## config.mk

```make
export PLATFORM = sky130hd
export DESIGN_NAME = ntt_intt_ip_loader
export DESIGN_NICKNAME = d
export VERILOG_FILES = /design/src/rtl/ntt_intt_ip_pkg.sv /design/src/rtl/ntt_intt_loader_fifo.sv /design/src/rtl/ntt_intt_ip_loader.sv
export SDC_FILE = /design/constraint.sdc
export NUM_CORES = 1
export LEC_CHECK = 0
export CAP_MARGIN = 25
export CORE_ASPECT_RATIO = 1.1
export CORE_MARGIN = 5
export CORE_UTILIZATION = 55
export CTS_CLUSTER_SIZE = 30
export DETAILED_ROUTE_END_ITERATION = 16
export PLACE_DENSITY = 0.88
export REMOVE_ABC_BUFFERS = 1
export SLEW_MARGIN = 15
export SYNTH_ARGS = -nofsm -noshare
export SYNTH_HDL_FRONTEND = slang
export SYNTH_HIERARCHICAL = 1
export SYNTH_SLANG_ARGS = --single-unit
```

## constraint.sdc

```tcl
create_clock -name clk -period 4.7 [get_ports clk]
set_clock_uncertainty 0.2 [all_clocks]
set_input_delay 0.705 -clock clk [delete_from_list [all_inputs] [get_ports clk]]
set_output_delay 0.705 -clock clk [all_outputs]
set_load 0.05 [all_outputs]
```

## src/rtl/ntt_intt_ip_pkg.sv

```systemverilog
`default_nettype none
// ============================================================================
// Module   : ntt_intt_ip_pkg
// Brief    : Shared constants and loader FSM encoding for the NTT/INTT loader.
// Revision : 1.0 - initial release
// ============================================================================
package ntt_intt_ip_pkg;

    localparam int KYBER_Q  = 3329;
    localparam int COEF_W   = 12;
    localparam int N_COEFFS = 256;

    typedef enum logic [1:0] {
        IDLE   = 2'd0,
        LOAD   = 2'd1,
        STREAM = 2'd2,
        DONE   = 2'd3
    } loader_state_e;

endpackage
`default_nettype wire

```

## src/rtl/ntt_intt_loader_fifo.sv

```systemverilog
`default_nettype none
// ============================================================================
// Module   : ntt_intt_loader_fifo
// Brief    : Synchronous word FIFO with flush, occupancy count, full/empty.
// Revision : 1.0 - initial release
// ============================================================================
module ntt_intt_loader_fifo
    import ntt_intt_ip_pkg::*;
#(
    parameter int FIFO_DEPTH = 4,
    parameter int DATA_W     = 32
) (
    input  logic                          clk,
    input  logic                          rst_n,
    input  logic                          flush_i,
    input  logic                          push_i,
    input  logic [DATA_W-1:0]             push_data_i,
    input  logic                          pop_i,
    output logic [DATA_W-1:0]             pop_data_o,
    output logic [$clog2(FIFO_DEPTH):0]   count_o,
    output logic                          full_o,
    output logic                          empty_o
);

    localparam int                c_aw    = $clog2(FIFO_DEPTH);
    localparam logic [c_aw:0]     c_depth = (c_aw+1)'(FIFO_DEPTH);

    logic [DATA_W-1:0] r_mem [FIFO_DEPTH];
    logic [c_aw-1:0]   r_wr_ptr;
    logic [c_aw-1:0]   r_rd_ptr;
    logic [c_aw:0]     r_count;
    logic              w_push;
    logic              w_pop;

    assign w_push     = push_i & (r_count != c_depth);
    assign w_pop      = pop_i & (r_count != '0);
    assign pop_data_o = r_mem[r_rd_ptr];
    assign count_o    = r_count;
    assign full_o     = (r_count == c_depth);
    assign empty_o    = (r_count == '0);

    // Pointers wrap naturally because the depth is a power of two.
    always_ff @(posedge clk or negedge rst_n) begin
        if (!rst_n) begin
            r_wr_ptr <= '0;
            r_rd_ptr <= '0;
            r_count  <= '0;
        end else if (flush_i) begin
            r_wr_ptr <= '0;
            r_rd_ptr <= '0;
            r_count  <= '0;
        end else begin
            if (w_push) r_wr_ptr <= r_wr_ptr + 1'b1;
            if (w_pop)  r_rd_ptr <= r_rd_ptr + 1'b1;
            r_count <= r_count + (c_aw+1)'(w_push) - (c_aw+1)'(w_pop);
        end
    end

    always_ff @(posedge clk) begin
        if (w_push && !flush_i) r_mem[r_wr_ptr] <= push_data_i;
    end

endmodule
`default_nettype wire

```

## src/rtl/ntt_intt_ip_loader.sv

```systemverilog
`default_nettype none
// ============================================================================
// Module   : ntt_intt_ip_loader
// Brief    : Buffers packed host words and streams one Kyber coefficient per
//            beat into the ntt_intt core. Build option NTT_LOADER_MODQ_EN
//            reduces coefficients >= Q instead of flagging them.
// Revision : 1.0 - initial release
// ============================================================================
module ntt_intt_ip_loader
    import ntt_intt_ip_pkg::*;
#(
    parameter int N_COEFFS   = ntt_intt_ip_pkg::N_COEFFS,
    parameter int COEF_W     = ntt_intt_ip_pkg::COEF_W,
    parameter int FIFO_DEPTH = 4,
    parameter int Q          = KYBER_Q
) (
    input  logic        clk,
    input  logic        rst_n,
    input  logic        start_i,
    input  logic        mode_i,
    input  logic [31:0] wr_data_i,
    input  logic        wr_valid_i,
    output logic        wr_ready_o,
    input  logic        core_ready_i,
    output logic        load_a_f_o,
    output logic        load_a_i_o,
    output logic [31:0] din_o,
    output logic        din_en_o,
    output logic        busy_o,
    output logic        done_o,
    output logic        overflow_o,
    output logic        range_err_o,
    output logic [8:0]  coef_cnt_o
);

    localparam int                c_aw       = $clog2(FIFO_DEPTH);
    localparam logic [c_aw:0]     c_depth    = (c_aw+1)'(FIFO_DEPTH);
    localparam logic [8:0]        c_n_coeffs = 9'(N_COEFFS);
    localparam logic [8:0]        c_n_words  = 9'(N_COEFFS / 2);
    localparam logic [COEF_W-1:0] c_q        = COEF_W'(Q);

    loader_state_e     r_state;
    loader_state_e     w_state_nxt;
    logic              r_half;
    logic [8:0]        r_coef_cnt;
    logic [8:0]        r_words;
    logic [COEF_W-1:0] r_coef;
    logic              r_din_en;
    logic              r_wr_ready;
    logic              r_load_f;
    logic              r_load_i;
    logic              r_busy;
    logic              r_done;
    logic              r_overflow;

    logic [31:0]       w_fifo_rdata;
    logic [c_aw:0]     w_fifo_count;
    logic              w_fifo_full;
    logic              w_fifo_empty;
    logic              w_push;
    logic              w_pop;
    logic              w_issue;
    logic [31:0]       w_head;
    logic              w_head_valid;
    logic [COEF_W-1:0] w_coef_raw;
    logic [COEF_W-1:0] w_coef;
    logic [c_aw:0]     w_fifo_count_nxt;
    logic [8:0]        w_words_nxt;
    logic              w_ready_nxt;
    logic              w_unused;

    ntt_intt_loader_fifo #(
        .FIFO_DEPTH (FIFO_DEPTH),
        .DATA_W     (32)
    ) u_fifo (
        .clk         (clk),
        .rst_n       (rst_n),
        .flush_i     (start_i),
        .push_i      (w_push),
        .push_data_i (wr_data_i),
        .pop_i       (w_pop),
        .pop_data_o  (w_fifo_rdata),
        .count_o     (w_fifo_count),
        .full_o      (w_fifo_full),
        .empty_o     (w_fifo_empty)
    );

    // When the FIFO is empty the incoming word bypasses it so that its A half
    // can issue in the same cycle it is accepted; the word is still pushed so
    // the B half is available from the FIFO on the following beat.
    assign w_push       = wr_valid_i & r_wr_ready & ~start_i;
    assign w_head       = w_fifo_empty ? wr_data_i : w_fifo_rdata;
    assign w_head_valid = ~w_fifo_empty | w_push;
    assign w_issue      = (r_state == STREAM) & w_head_valid & core_ready_i
                        & (r_coef_cnt < c_n_coeffs) & ~start_i;
    assign w_pop        = w_issue & r_half;
    assign w_coef_raw   = r_half ? w_head[16 +: COEF_W] : w_head[COEF_W-1:0];
    assign w_unused     = ^{w_head[31:16+COEF_W], w_head[15:COEF_W], w_fifo_full};

`ifdef NTT_LOADER_MODQ_EN
    assign w_coef      = (w_coef_raw >= c_q) ? (w_coef_raw - c_q) : w_coef_raw;
    assign range_err_o = 1'b0;
`else
    logic r_range_err;

    assign w_coef      = w_coef_raw;
    assign range_err_o = r_range_err;

    always_ff @(posedge clk or negedge rst_n) begin
        if (!rst_n) begin
            r_range_err <= 1'b0;
        end else if (start_i) begin
            r_range_err <= 1'b0;
        end else if (w_issue && (w_coef_raw >= c_q)) begin
            r_range_err <= 1'b1;
        end
    end
`endif

    always_comb begin
        w_state_nxt = r_state;
        if (start_i) begin
            w_state_nxt = LOAD;
        end else begin
            case (r_state)
                IDLE:    w_state_nxt = IDLE;
                LOAD:    w_state_nxt = STREAM;
                STREAM:  if (r_coef_cnt == c_n_coeffs) w_state_nxt = DONE;
                DONE:    w_state_nxt = IDLE;
                default: w_state_nxt = IDLE;
            endcase
        end
    end

    // Write-ready is registered from next-cycle occupancy, so fullness is
    // always judged before any pop happening in the same cycle.
    assign w_fifo_count_nxt = start_i ? '0
                            : (w_fifo_count + (c_aw+1)'(w_push) - (c_aw+1)'(w_pop));
    assign w_words_nxt      = start_i ? '0 : (r_words + 9'(w_push));
    assign w_ready_nxt      = ((w_state_nxt == LOAD) || (w_state_nxt == STREAM))
                            && (w_fifo_count_nxt != c_depth)
                            && (w_words_nxt < c_n_words);

    always_ff @(posedge clk or negedge rst_n) begin
        if (!rst_n) begin
            r_state    <= IDLE;
            r_half     <= 1'b0;
            r_coef_cnt <= '0;
            r_words    <= '0;
            r_coef     <= '0;
            r_din_en   <= 1'b0;
            r_wr_ready <= 1'b0;
            r_load_f   <= 1'b0;
            r_load_i   <= 1'b0;
            r_busy     <= 1'b0;
            r_done     <= 1'b0;
            r_overflow <= 1'b0;
        end else begin
            r_state    <= w_state_nxt;
            r_busy     <= (w_state_nxt != IDLE);
            r_done     <= (w_state_nxt == DONE);
            r_load_f   <= start_i & ~mode_i;
            r_load_i   <= start_i & mode_i;
            r_wr_ready <= w_ready_nxt;
            r_words    <= w_words_nxt;
            r_din_en   <= w_issue;
            if (w_issue) r_coef <= w_coef;
            if (start_i) begin
                r_half     <= 1'b0;
                r_coef_cnt <= '0;
                r_overflow <= 1'b0;
            end else begin
                if (w_issue) begin
                    r_half     <= ~r_half;
                    r_coef_cnt <= r_coef_cnt + 9'd1;
                end
                if (wr_valid_i && !r_wr_ready) r_overflow <= 1'b1;
            end
        end
    end

    assign wr_ready_o = r_wr_ready;
    assign load_a_f_o = r_load_f;
    assign load_a_i_o = r_load_i;
    assign din_o      = {{(32-COEF_W){1'b0}}, r_coef};
    assign din_en_o   = r_din_en;
    assign busy_o     = r_busy;
    assign done_o     = r_done;
    assign overflow_o = r_overflow;
    assign coef_cnt_o = r_coef_cnt;

endmodule
`default_nettype wire

```

# After elaboration in Yosys (flattened, before gate mapping)
# Memory sizes are Yosys's and may differ from the RTL's.
# Index checks and enable logic that the tools add are counted.
# op_classes
n_addsub	8
order_cmp	3
eq_ne	9
muxes	22
n_bitwise	16
n_reduce_logical	18
# op_table
cell	count
$mux W28	1
$mux W9	3
$ge A12 B12 Y1 const B	1
$mux W12	1
$mux W2	6
$reduce_bool A2 Y1	6
$and A1 B1 Y1	11
$add A9 B1 Y9	1
$add A9 B1 Y9 const B	1
$eq A9 B9 Y1 const B	1
$lt A9 B8 Y1 const B	1
$lt A9 B9 Y1 const B	1
$eq A2 B2 Y1 const B	4
$mux W1	8
$add A3 B1 Y3	2
$mux W3	2
$ne A3 B3 Y1 const B	2
$pmux W2 S3	1
$sub A3 B1 Y3	2
$logic_and A1 B1 Y1	5
$add A2 B1 Y2 const B	2
$eq A2 B1 Y1 const B	2
$not A1 Y1	4
$logic_not A3 Y1	1
6 further kinds	7
# word_totals
register_bits	48
ramBits	128
inputBits	38
out_inout_bits	49
elab_cells	93
n_memories	1
# mem_list
memory	depth	width	read_ports	rd_ports_with_merged_regs	write_ports	line_no	source
u_fifo.r_mem	4	32	1	0	1	ntt_intt_loader_fifo.sv:28	logic [DATA_W-1:0] r_mem [FIFO_DEPTH];

# Logic depth before layout (Yosys ltp)
# depth
ltp_word	13
depth_mapped	17
mapped_depth_nobuf	15

# By module
# Netlist, hierarchy kept.
# modules_own_cells
mod	n_inst	cells_each	area_each_um2	seq_area_each_um2
ntt_intt_loader_fifo	1	216	5196.2	4018.9
ntt_intt_ip_loader	1	204	2352.3	1026.0

# Worst setup path after synthesis
# No wires, ideal clock.
# synth_timing
path_kind	input -> register
startpoint	in start_i
endpoint	reg r_wr_ready, in the netlist wr_ready_o
setup_time_ps	125
arrival_ps	3174
t_required_ps	4375
slack_ps	1201
stages	15
n_path_buf	2
path_cell_list	nand3b_1 > a21oi_2 > nor2b_1 > buf_2 > buf_4 > and2_1 > ha_1 > inv_1 > ha_1 > inv_1 > fa_1 > xor2_1 > xnor2_1 > o21ai_0 > nor3_1
# synth_between
elab_chain_len	13
elab_cells_between_ends	21
cone_classes	add/sub (3); order compare (1); eq/ne (3); mux (3); bitwise (8); reduce/logical (3)
# synth_rtl
item	line_no	source
start, declared	ntt_intt_ip_loader.sv:19	input logic start_i,
$not A1 Y1 (*)	ntt_intt_ip_loader.sv:91, ntt_intt_ip_loader.sv:95	
$and A1 B1 Y1	ntt_intt_ip_loader.sv:91	assign w_push = wr_valid_i & r_wr_ready & ~start_i;
$or A1 B1 Y1	ntt_intt_ip_loader.sv:93	assign w_head_valid = ~w_fifo_empty | w_push;
$and A1 B1 Y1 (2 in a row)	ntt_intt_ip_loader.sv:94	assign w_issue = (r_state == STREAM) & w_head_valid & core_ready_i
$and A1 B1 Y1	ntt_intt_ip_loader.sv:95	& (r_coef_cnt < c_n_coeffs) & ~start_i;
$and A1 B1 Y1 (*)	ntt_intt_ip_loader.sv:95	
via w_issue	ntt_intt_ip_loader.sv:62	logic w_issue;
$and A1 B1 Y1 (*)	ntt_intt_ip_loader.sv:96	assign w_pop = w_issue & r_half;
via w_pop	ntt_intt_ip_loader.sv:61	logic w_pop;
$sub A3 B1 Y3 (*)	ntt_intt_ip_loader.sv:138	: (w_fifo_count + (c_aw+1)'(w_push) - (c_aw+1)'(w_pop));
$mux W3 (*)	ntt_intt_ip_loader.sv:137	assign w_fifo_count_nxt = start_i ? '0
$ne A3 B3 Y1 (*)	ntt_intt_ip_loader.sv:141	&& (w_fifo_count_nxt != c_depth)
$logic_and A1 B1 Y1 (*)	ntt_intt_ip_loader.sv:141	
$logic_and A1 B1 Y1 (*)	ntt_intt_ip_loader.sv:142	&& (w_words_nxt < c_n_words);
via w_ready_nxt	ntt_intt_ip_loader.sv:69	logic w_ready_nxt;
end signal, assigned	ntt_intt_ip_loader.sv:164	r_wr_ready <= w_ready_nxt;
end, declared	ntt_intt_ip_loader.sv:49	logic r_wr_ready;
# The timed path passes the listed nets; every way through them passes the cells marked *.
# A chain may end at the register's enable or synchronous reset.

# Worst setup path in the final report
# layout_timing
startpoint	in start_i
endpoint	reg r_wr_ready, in the netlist wr_ready_o
# layout_between
elab_chain_len	13
elab_cells_between_ends	21
cone_classes	add/sub (3); order compare (1); eq/ne (3); mux (3); bitwise (8); reduce/logical (3)
# layout_rtl
item	line_no
$not A1 Y1 (*)	ntt_intt_ip_loader.sv:91, ntt_intt_ip_loader.sv:95
$and A1 B1 Y1	ntt_intt_ip_loader.sv:91
$or A1 B1 Y1	ntt_intt_ip_loader.sv:93
$and A1 B1 Y1 (2 in a row)	ntt_intt_ip_loader.sv:94
$and A1 B1 Y1	ntt_intt_ip_loader.sv:95
$and A1 B1 Y1 (*)	ntt_intt_ip_loader.sv:95
$and A1 B1 Y1 (*)	ntt_intt_ip_loader.sv:96
via w_pop	ntt_intt_ip_loader.sv:61
$sub A3 B1 Y3 (*)	ntt_intt_ip_loader.sv:138
$mux W3 (*)	ntt_intt_ip_loader.sv:137
$ne A3 B3 Y1 (*)	ntt_intt_ip_loader.sv:141
$logic_and A1 B1 Y1 (*)	ntt_intt_ip_loader.sv:141
$logic_and A1 B1 Y1 (*)	ntt_intt_ip_loader.sv:142
via w_ready_nxt	ntt_intt_ip_loader.sv:69
# Marks and branches as above.

==> results.py <==
metrics = {
    "setup_path": {
        "critPathMaxStageDelay_ns": 0.43,
        "end_kind": "flip-flop",
        "cpMaxStageDelayCell": "clkdlybuf4s50_1",
        "critical_path_arrival_ns": 3.70,
        "worstPathMaxFanout": 9,
        "r2r_slack_ns": 1.16,
        "critPathRequiredTime_ns": 4.80,
        "r2r_start": "u_fifo/r_rd_ptr[0]$_DFFE_PN0P_",
        "r2r_cells": 5,
        "path_buf_inv": 3,
        "path_class": "in2reg",
        "crit_family": "simple AND/OR/NAND/NOR gates",
        "startpoint_type": "primary input",
        "path_cells": "clkdlybuf4s50_1 -> nand3b_1 -> a21oi_2 -> nor2b_1 -> and2_1 -> ha_1 -> inv_1 -> ha_1 -> inv_1 -> fa_1 -> xor2_1 -> xnor2_1 -> o21ai_0 -> nor3_1",
        "r2r-end": "range_err_o$_DFFE_PN0P_",
    },
    "synthesis": {
        "avgSynthCellArea_um2": 16.8,
        "synth_cells": 380,
        "synth_warnings": 6,
        "syn_area_mm2": 0.00638,
    },
    "pwr": {
        "finalPower_mw": 3.28,
        "pwr-share-comb": 0.136,
        "p_switching_uw": 829,
        "netSwitchingFraction": 0.253,
        "p_clk_frac": 0.424,
        "vdd_ir_drop_max_mv": 0.223,
        "pwr-share-seq": 0.439,
        "leakagePower_nw": 2.90,
        "p_int_mw": 2.45,
        "power.density_mw_per_mm2": 427,
    },
    "sta": {
        "rsz0062_at_grt": "false",
        "tightest_slew_ns": 0.978,
        "hold_violations": 0,
        "max_slew_margin": 0.348,
        "fmax_mhz": 277,
        "fin_tns_setup_ns": 0,
        "period_needed_ns": 3.60,
        "setup_violations": 0,
        "finalMaxSlewViolations": 0,
        "finalCritPeriodShare": 0.767,
    },
    "floorplan": {
        "ios": 87,
        "core_area_mm2": 0.0114,
        "chipHeight_um": 123,
        "row_count": 41,
        "die_w_um": 113,
        "die_area_mm2": 0.0139,
        "start_util": 0.557,
    },
    "routing": {
        "dr.pass1.iters": 4,
        "antenna_left": 0,
        "totalWireLength_mm": 12.5,
        "viasPerCell": 5.74,
        "drc": 0,
        "drtIter0Drc": 200,
        "detail_route.wl_per_cell_um": 20.4,
        "vias": 3518,
    },
    "grt": {
        "grtUsageTotal": 0.192,
        "overflow": 0,
        "grt_first_pass_wirelength_mm": 19.7,
        "antenna_found_initial": 0,
        "grt_pass1_vias": 3756,
        "grt_max_degree": 38,
    },
    "clock_network": {
        "clk_pin_slew_ns": 0.06,
        "root_buffer": "clkbuf_16",
        "hold_buffers": 0,
        "tritoncts": "built",
        "ctsHtreeMaxLevel": 4,
        "clock_path_buffers": 2,
        "ctsResizeCount": 0,
        "clock-sinks": 144,
        "clock_latency_ns": 0.42,
        "cts_setup_buffers": 0,
        "cts_buffers": 17,
    },
    "placed_design": {
        "placed_cells": 581,
        "postPlaceCellArea_mm2": 0.00704,
        "port_buffers": 58,
        "dpl.hpwl_mm": 7.97,
        "gp_congestion": 0.793,
    },
    "finish": {
        "fin_cells": 613,
        "area_delta_synth_final_pct": 20.4,
        "fin_nets": 506,
        "num_antenna_cells": 0,
        "layout-drive-gt1-share": 0.147,
        "final_cell_area_mm2": 0.00768,
    },
    "flow_run": {
        "maxCapViolCount": 0,
    },
    "min_path": {
        "hold_path_class": "in2async",
    },
    "outcome": {
        "status": "complete, no violations",
    },
}
-- layer usage --
metal | GRT usage | part of all wire | up-vias
met3 | 0.0431 | 0.058 | 26
met1 | 0.224 | 0.40 | 1814
met5 | 0 | 0 | -
li1 | - | - | 1555
met4 | 0.0887 | 0.024 | 0
met2 | 0.341 | 0.52 | 123
-- layout make-up --
class	instances	area (um^2)
inverters	20	75.1
flip-flops and latches	144	4080
well taps	150	188
clock inverters	14	193
clock buffers	17	425
repair buffers	70	686
fillers	760	3760
multi-input cells	198	2030
-- worst max path at each step --
| stage | start | end | slack (ns) | cells past startpoint |
|---|---|---|---|---|
| final | start_i | wr_ready_o$_DFF_PN0_ | 1.10 | 14 |
| after global routing | start_i | wr_ready_o$_DFF_PN0_ | 0.93 | 14 |
| after CTS | u_fifo/r_rd_ptr[0]$_DFFE_PN0P_ | range_err_o$_DFFE_PN0P_ | 1.11 | 5 |
| after detailed placement | start_i | wr_ready_o$_DFF_PN0_ | 0.73 | 14 |
| after global placement | wr_valid_i | wr_ready_o$_DFF_PN0_ | 0.77 | 14 |
| after floorplan | u_fifo/count_o[1]$_DFF_PN0_ | wr_ready_o$_DFF_PN0_ | -0.23 | 13 |
-- sequential cells by signal, indices dropped and copies added (netlist names) --
name / count
u_fifo/r_mem: 96
r_coef: 12
coef_cnt_o: 9
r_words: 9
u_fifo/count_o: 3
r_state: 2
u_fifo/r_rd_ptr: 2
u_fifo/r_wr_ptr: 2
busy_o: 1
din_en_o: 1
done_o: 1
load_a_f_o: 1
load_a_i_o: 1
overflow_o: 1
r_half: 1
range_err_o: 1
wr_ready_o: 1
-- cell usage in the layout, fill, tap and decap left out, drive strengths merged, types with 2 or more instances in the layout --
| master | count |
|---|---|
| edfxtp | 96 |
| clkdlybuf4s50 | 57 |
| dfrtp | 48 |
| mux4 | 36 |
| inv | 20 |
| conb | 20 |
| nor2 | 19 |
| clkbuf | 17 |
| ha | 15 |
| buf | 13 |
| xnor2 | 11 |
| mux2 | 11 |
| a21oi | 9 |
| nand3 | 8 |
| clkinv | 8 |
| nand2 | 7 |
| o21ai | 7 |
| and2 | 6 |
| nor2b | 5 |
| or3 | 5 |
| xor2 | 5 |
| bufinv | 4 |
| or4 | 3 |
| nand2b | 3 |
| a211oi | 3 |
| nor3 | 3 |
| a2111oi | 3 |
| nand3b | 2 |
| o31ai | 2 |
| or4b | 2 |
| nand4 | 2 |
| mux2i | 2 |
| fa | 2 |
| clkinvlp | 2 |
-- through the flow --
stage           util  hold WS, ns  worst slack, ns
2_1_floorplan      -        0.209           -0.234
3_3_place_gp   0.614        0.276            0.766
3_5_place_dp   0.616        0.276            0.732
4_1_cts        0.670       0.0143             1.11
5_1_grt        0.671       0.0356            0.927
6_report       0.671       0.0164             1.10
-- power groups by stage --
stage / sequential [mW] / clock, mW / combinational [mW]
after floorplan: 1.59 / 0 / 0.141
after global placement: 1.46 / 0 / 0.434
after detailed placement: 1.46 / 0 / 0.448
after CTS: 1.44 / 1.41 / 0.451
after global routing: 1.44 / 1.47 / 0.469
final: 1.44 / 1.39 / 0.447
Power figures use the tool's default switching activity.
